## config.mk

```make
export PLATFORM = sky130hd
export DESIGN_NAME = articolor_testgen_flat
export DESIGN_NICKNAME = d
export VERILOG_FILES = /design/src/rtl/articolor_testgen_if.sv /design/src/rtl/articolor_testgen.sv /design/src/flat_wrapper.sv
export SDC_FILE = /design/constraint.sdc
export NUM_CORES = 1
export LEC_CHECK = 0
export ABC_AREA = 1
export CAP_MARGIN = 20
export CORE_MARGIN = 4
export CORE_UTILIZATION = 30
export DETAILED_ROUTE_END_ITERATION = 7
export PLACE_DENSITY = 0.61
export SLEW_MARGIN = 20
export SYNTH_ARGS = -nofsm -noshare
export SYNTH_HDL_FRONTEND = slang
export SYNTH_SLANG_ARGS = --single-unit
export TNS_END_PERCENT = 50
```

## constraint.sdc

```tcl
create_clock -name clk -period 3.2 [get_ports clk]
set_input_delay 0.64 -clock clk [delete_from_list [all_inputs] [get_ports clk]]
set_output_delay 0.64 -clock clk [all_outputs]
set_load 0.1 [all_outputs]
```

## src/rtl/articolor_testgen_if.sv

```systemverilog
// ============================================================================
//  Module      : articolor_testgen_if
//  Description : Pattern-control inputs and video outputs of articolor_testgen.
//  Revision    : 1.0  initial release
// ============================================================================
`default_nettype none

interface articolor_testgen_if;
    logic       ce_pix;
    logic [1:0] mode;
    logic [7:0] level;
    logic [7:0] r_out;
    logic [7:0] g_out;
    logic [7:0] b_out;
    logic       hbl_out;
    logic       vbl_out;
    logic       hs_out;
    logic       vs_out;
    logic [7:0] frame_cnt;

    // master = the pattern generator, slave = whatever consumes the video
    modport master (
        input  ce_pix, mode, level,
        output r_out, g_out, b_out, hbl_out, vbl_out, hs_out, vs_out, frame_cnt
    );
    modport slave (
        output ce_pix, mode, level,
        input  r_out, g_out, b_out, hbl_out, vbl_out, hs_out, vs_out, frame_cnt
    );
endinterface

`default_nettype wire

```

## src/rtl/articolor_testgen.sv

```systemverilog
// ============================================================================
//  Module      : articolor_testgen
//  Description : Pixel-rate stripe/ramp pattern source with blank and sync
//                timing. Optional macro ARTICOLOR_TESTGEN_LINEFLIP_EN swaps
//                the 1-px stripe phase on odd lines.
//  Revision    : 1.0  initial release
// ============================================================================
`default_nettype none

module articolor_testgen #(
    parameter int H_TOTAL  = 456,
    parameter int H_ACTIVE = 384,
    parameter int HS_START = 400,
    parameter int HS_LEN   = 32,
    parameter int V_TOTAL  = 312,
    parameter int V_ACTIVE = 240,
    parameter int VS_START = 270,
    parameter int VS_LEN   = 3
) (
    input wire clk,
    input wire reset_n,
    articolor_testgen_if.master vid
);

    // Horizontal counter is at least 8 bits so the ramp can use hcnt[7:0].
    localparam int C_HW = ($clog2(H_TOTAL + 1) > 8) ? $clog2(H_TOTAL + 1) : 8;
    localparam int C_VW = $clog2(V_TOTAL + 1);

    localparam logic [C_HW-1:0] C_H_LAST   = C_HW'(H_TOTAL - 1);
    localparam logic [C_HW-1:0] C_H_ACTIVE = C_HW'(H_ACTIVE);
    localparam logic [C_HW-1:0] C_HS_START = C_HW'(HS_START);
    localparam logic [C_HW-1:0] C_HS_END   = C_HW'(HS_START + HS_LEN);
    localparam logic [C_VW-1:0] C_V_LAST   = C_VW'(V_TOTAL - 1);
    localparam logic [C_VW-1:0] C_V_ACTIVE = C_VW'(V_ACTIVE);
    localparam logic [C_VW-1:0] C_VS_START = C_VW'(VS_START);
    localparam logic [C_VW-1:0] C_VS_END   = C_VW'(VS_START + VS_LEN);

    generate
        if ((H_ACTIVE >= H_TOTAL) || (HS_START + HS_LEN > H_TOTAL) ||
            (V_ACTIVE >= V_TOTAL) || (VS_START + VS_LEN > V_TOTAL)) begin : g_bad_params
            $error("articolor_testgen: illegal timing parameters");
        end
    endgenerate

    logic [C_HW-1:0] r_hcnt;
    logic [C_VW-1:0] r_vcnt;
    logic [7:0]      r_frame_cnt;
    logic [1:0]      r_mode_q;
    logic [7:0]      r_level_q;
    logic [7:0]      r_y;
    logic            r_hbl;
    logic            r_vbl;
    logic            r_hs;
    logic            r_vs;

    logic            w_frame_start;
    logic [1:0]      w_mode;
    logic [7:0]      w_level;
    logic            w_hbl;
    logic            w_vbl;
    logic            w_hs;
    logic            w_vs;
    logic            w_flip;
    logic [7:0]      w_y;

    // The first pixel of a frame already uses the freshly sampled mode/level.
    assign w_frame_start = (r_hcnt == '0) && (r_vcnt == '0);
    assign w_mode        = w_frame_start ? vid.mode  : r_mode_q;
    assign w_level       = w_frame_start ? vid.level : r_level_q;

    assign w_hbl = (r_hcnt >= C_H_ACTIVE);
    assign w_vbl = (r_vcnt >= C_V_ACTIVE);
    assign w_hs  = (r_hcnt >= C_HS_START) && (r_hcnt < C_HS_END);
    assign w_vs  = (r_vcnt >= C_VS_START) && (r_vcnt < C_VS_END);

`ifdef ARTICOLOR_TESTGEN_LINEFLIP_EN
    assign w_flip = r_vcnt[0];
`else
    assign w_flip = 1'b0;
`endif

    always_comb begin
        w_y = '0;
        case (w_mode)
            2'd0:    if (r_hcnt[0] == w_flip) w_y = w_level;
            2'd1:    if (r_hcnt[0] != w_flip) w_y = w_level;
            2'd2:    if (!r_hcnt[1])          w_y = w_level;
            default: w_y = r_hcnt[7:0];
        endcase
        if (w_hbl || w_vbl) begin
            w_y = '0;
        end
    end

    always_ff @(posedge clk or negedge reset_n) begin
        if (!reset_n) begin
            r_hcnt      <= '0;
            r_vcnt      <= '0;
            r_frame_cnt <= '0;
            r_mode_q    <= '0;
            r_level_q   <= '0;
            r_y         <= '0;
            r_hbl       <= 1'b1;
            r_vbl       <= 1'b1;
            r_hs        <= 1'b0;
            r_vs        <= 1'b0;
        end else if (vid.ce_pix) begin
            if (r_hcnt == C_H_LAST) begin
                r_hcnt <= '0;
                if (r_vcnt == C_V_LAST) begin
                    r_vcnt      <= '0;
                    r_frame_cnt <= r_frame_cnt + 8'd1;
                end else begin
                    r_vcnt <= r_vcnt + C_VW'(1);
                end
            end else begin
                r_hcnt <= r_hcnt + C_HW'(1);
            end

            if (w_frame_start) begin
                r_mode_q  <= vid.mode;
                r_level_q <= vid.level;
            end

            r_y   <= w_y;
            r_hbl <= w_hbl;
            r_vbl <= w_vbl;
            r_hs  <= w_hs;
            r_vs  <= w_vs;
        end
    end

    assign vid.r_out     = r_y;
    assign vid.g_out     = r_y;
    assign vid.b_out     = r_y;
    assign vid.hbl_out   = r_hbl;
    assign vid.vbl_out   = r_vbl;
    assign vid.hs_out    = r_hs;
    assign vid.vs_out    = r_vs;
    assign vid.frame_cnt = r_frame_cnt;

endmodule

`default_nettype wire

```

## src/flat_wrapper.sv

```systemverilog
// flat-port wrapper written by rule: the top's interface ports become plain ports
module articolor_testgen_flat 
#(
    parameter int H_TOTAL  = 456,
    parameter int H_ACTIVE = 384,
    parameter int HS_START = 400,
    parameter int HS_LEN   = 32,
    parameter int V_TOTAL  = 312,
    parameter int V_ACTIVE = 240,
    parameter int VS_START = 270,
    parameter int VS_LEN   = 3
)
  (clk, reset_n, vid_ce_pix, vid_mode, vid_level, vid_r_out, vid_g_out, vid_b_out, vid_hbl_out, vid_vbl_out, vid_hs_out, vid_vs_out, vid_frame_cnt);
  articolor_testgen_if vid_i ();
  input wire clk;
  input wire reset_n;
  input wire logic [$bits(vid_i.ce_pix)-1:0] vid_ce_pix;
  input wire logic [$bits(vid_i.mode)-1:0] vid_mode;
  input wire logic [$bits(vid_i.level)-1:0] vid_level;
  output wire logic [$bits(vid_i.r_out)-1:0] vid_r_out;
  output wire logic [$bits(vid_i.g_out)-1:0] vid_g_out;
  output wire logic [$bits(vid_i.b_out)-1:0] vid_b_out;
  output wire logic [$bits(vid_i.hbl_out)-1:0] vid_hbl_out;
  output wire logic [$bits(vid_i.vbl_out)-1:0] vid_vbl_out;
  output wire logic [$bits(vid_i.hs_out)-1:0] vid_hs_out;
  output wire logic [$bits(vid_i.vs_out)-1:0] vid_vs_out;
  output wire logic [$bits(vid_i.frame_cnt)-1:0] vid_frame_cnt;
  assign vid_i.ce_pix = vid_ce_pix;
  assign vid_i.mode = vid_mode;
  assign vid_i.level = vid_level;
  assign vid_r_out = vid_i.r_out;
  assign vid_g_out = vid_i.g_out;
  assign vid_b_out = vid_i.b_out;
  assign vid_hbl_out = vid_i.hbl_out;
  assign vid_vbl_out = vid_i.vbl_out;
  assign vid_hs_out = vid_i.hs_out;
  assign vid_vs_out = vid_i.vs_out;
  assign vid_frame_cnt = vid_i.frame_cnt;
  articolor_testgen #(.H_TOTAL(H_TOTAL), .H_ACTIVE(H_ACTIVE), .HS_START(HS_START), .HS_LEN(HS_LEN), .V_TOTAL(V_TOTAL), .V_ACTIVE(V_ACTIVE), .VS_START(VS_START), .VS_LEN(VS_LEN)) u_core (.clk(clk), .reset_n(reset_n), .vid(vid_i));
endmodule
```

==> metrics.yaml <==
cpMaxStageDelayCell: "dfrtp_1"
ys_warn_count: 0
cp.buffers_inverters: 1
drtAntennaViolNets: 0
status: "finished clean"
place_inst: 580
fmax_mhz: 400
relSlewSlack_pct: 58.6
drc: 0
yosys_register_bits: 48
drtIter0Drc: 157
cts_buffers: 5
first_pass_iters: 4
synthCells: 421
finalSetupViolCount: 0
r2r-end: "u_core.vid.b_out[4]$_DFFE_PN0P_"
grt_pass1_wl_um: 13100
rsz0062_at_grt: "false"
crit_fanout: 11
max-vdd-ir-drop_v: 0.000264
post-route-util_pct: 35.9
cts_tree: "built"
layout.nets: 470
dpl_cell_area_um2: 3510
grt_max_degree: 49
holdBufCountCts: 0
layoutNonFillerInstCount: 588
syn_nets: 440
slew_viol_final: 0
dp_slack_ns: 0.599
clk_latency_ns: 0.30
ys_seq_area_share_pct: 38.4
clock_tree.root_cell: "clkbuf_8"
path_class: "reg -> reg"
overflow: 0
stdcell_area_um2: 3670
crit_path_start_kind: "flop"
rrSetupSlack_ns: 0.70
io_buffers: 48
post-dp-hpwl_um: 5960
required_ns: 3.40
rr_worst_depth: 13
final.fill_count: 1064
row_count: 37
syn_area_um2: 3140
die_w_um: 110
p_leak_nw: 1.84
post_cts_buffers: 0
finalWirelength_um: 7760
cts.sinks: 48
die_h_um: 110
r2r_start: "u_core.r_hcnt[1]$_DFFE_PN0P_"
hold_viol_final: 0
layout-drive-gt1-share_pct: 18.6
start_util_pct: 30.7
dieArea_um2: 12200
clk_path_buf_depth: 2
slowest_delay_ns: 0.41
htree_levels: 2
finalCritPeriodShare_pct: 78.0
drv_cap: 0
ctsResizeCount: 0
coreArea_um2: 10200
fin_skew_ns: 0.00496
crit_path_end_kind: "flop"
vias: 2798
finalCriticalPeriod_ns: 2.50
setup_tns_ns: 0
avgSynthCellArea_um2: 7.45
worstHoldPathType: "in -> async"
crit_chain: "inv_1, ha_1, nand3_1, nor2_8, nand3_2, nand2_1, nand2_2, nand2_2, nor2_1, nor2_1, nand3_1, nand2_1, nand2_1"
first_global_vias: 2764
critPathArrivalTime_ns: 2.69
viasPerCell: 4.76
cp_top_family: "simple AND/OR/NAND/NOR gates"
diodes: 0
powerDensity_nw_per_um2: 554
num_io_pins: 49
track_usage_pct: 13.6
syn_to_final_growth_pct: 17.1
cts.reportedPaths.clkPinSlew_ns: 0.09
synth.distinct_cells: 35
antenna_found_initial: 0
final.setup.worst_slack_ns: 0.703
worstMarginPinSlew_ns: 0.622
cp_common_cell: "nand2_1"
gp_congestion: 0.979
wl_per_cell_um: 13.2
flip-flops by register name, summed over array words and instances, names as in the netlist:
register              flops
u_core.r_hcnt             9
u_core.r_level_q          8
u_core.r_mode_q           2
u_core.r_vcnt             9
u_core.vid.b_out          8
u_core.vid.frame_cnt      8
u_core.vid.hbl_out        1
u_core.vid.hs_out         1
u_core.vid.vbl_out        1
u_core.vid.vs_out         1
how the worst max path moves through the flow:
stage | startpoint | endpoint | depth (start not counted)
global placement | vid_ce_pix | u_core.r_vcnt[5]$_DFFE_PN0P_ | 10
global route | u_core.r_hcnt[1]$_DFFE_PN0P_ | u_core.vid.b_out[4]$_DFFE_PN0P_ | 13
CTS | u_core.r_hcnt[1]$_DFFE_PN0P_ | u_core.vid.b_out[4]$_DFFE_PN0P_ | 13
detailed placement | vid_ce_pix | u_core.r_vcnt[5]$_DFFE_PN0P_ | 10
floorplan | u_core.r_hcnt[0]$_DFFE_PN0P_ | u_core.vid.b_out[6]$_DFFE_PN0P_ | 16
finish | u_core.r_hcnt[1]$_DFFE_PN0P_ | u_core.vid.b_out[4]$_DFFE_PN0P_ | 13
cell usage in the layout (no fill, tap or decap):
master and count:
nor3_2 2, and2_1 7, nand2_4 1, o21ai_0 20
clkbuf_8 5, clkdlybuf4s50_1 11, ha_1 6, nand2_2 7
nor4_1 2, o21a_1 1, nor3_1 9, inv_1 48
xor2_1 8, dfrtp_1 46, nand4_1 14, a21oi_1 10
buf_4 40, nand2_1 86, nor2_1 44, nor3b_1 1
xnor2_1 1, nor2_8 3, nor2_4 2, nand3b_1 1
dfstp_2 2, a211oi_1 1, nor4_4 1, bufinv_16 3
nand3_2 1, o41ai_1 1, nand3_1 44, inv_2 10
a2111oi_0 1, nor2_2 7, o21ai_1 6
where the power goes:
part / total (mW) / switching, mW / leakage (nW) / internal [mW]
clock: 0.602 / 0.211 / 0.0784 / 0.391
sequential: 0.740 / 0.0738 / 0.612 / 0.667
combinational: 0.690 / 0.532 / 1.15 / 0.159
total: 2.03 / 0.817 / 1.84 / 1.22
cell type report:
type,count,area (um^2),share of cell area [%]
multi-input cells,287,1510,41.2
clock buffers,5,68.8,1.87
flip-flops and latches,48,1200,32.8
clock inverters,3,90.1,2.45
repair buffers,51,410,11.2
inverters,58,218,5.93
well taps,136,170,4.63
cells in the mapped netlist, drive strengths merged:
master | count | area, um^2
nand2 | 94 | 378
inv | 58 | 218
nor2 | 56 | 292
dfrtp | 46 | 1150
nand3 | 45 | 230
o21ai | 26 | 130
buf | 22 | 181
nand4 | 14 | 87.6
nor3 | 11 | 65.1
a21oi | 10 | 50.1
xor2 | 8 | 70.1
and2 | 7 | 43.8
clkbuf | 6 | 22.5
ha | 6 | 75.1
nor4 | 3 | 33.8
dfstp | 2 | 52.6
a2111oi | 1 | 8.76
a211oi | 1 | 7.51
nand3b | 1 | 7.51
nor3b | 1 | 7.51
o21a | 1 | 7.51
o41ai | 1 | 8.76
xnor2 | 1 | 8.76
kinds of logic (layout without fill, tap and decap cells):
logic type / Yosys count / in the layout / synth area share [%]
buf+inv: 86 / 117 / 13.4
xor+xnor: 9 / 9 / 2.51
flops: 48 / 48 / 38.4
simple gates: 232 / 232 / 36.5
fa+ha+maj: 6 / 6 / 2.39
compound gates: 40 / 40 / 6.78
worst reg2reg max path, cell delays in order, from the launching register on:
cell and delay (ns):
dfrtp_1 0.41, inv_1 0.27, ha_1 0.24, nand3_1 0.18
nor2_8 0.23, nand3_2 0.23, nand2_1 0.14, nand2_2 0.13
nand2_2 0.15, nor2_1 0.07, nor2_1 0.15, nand3_1 0.09
nand2_1 0.08, nand2_1 0.05
metrics by stage:
stage / hold WS [ns] / power, mW
floorplan: 0.344 / 1.33
global placement: 0.481 / 1.44
detailed placement: 0.487 / 1.44
CTS: 0.515 / 2.06
global route: 0.400 / 2.15
finish: 0.346 / 2.03
layer usage:
| layer | up-vias | GRT usage [%] | share of wire (%) |
|---|---|---|---|
| met1 | 1315 | 17.8 | 45 |
| met5 | - | 0 | 0 |
| met3 | 12 | 2.15 | 5.3 |
| li1 | 1386 | - | - |
| met2 | 85 | 23.9 | 48 |
| met4 | 0 | 2.73 | 1.3 |
Note: power is estimated with default switching activity, not from simulation.
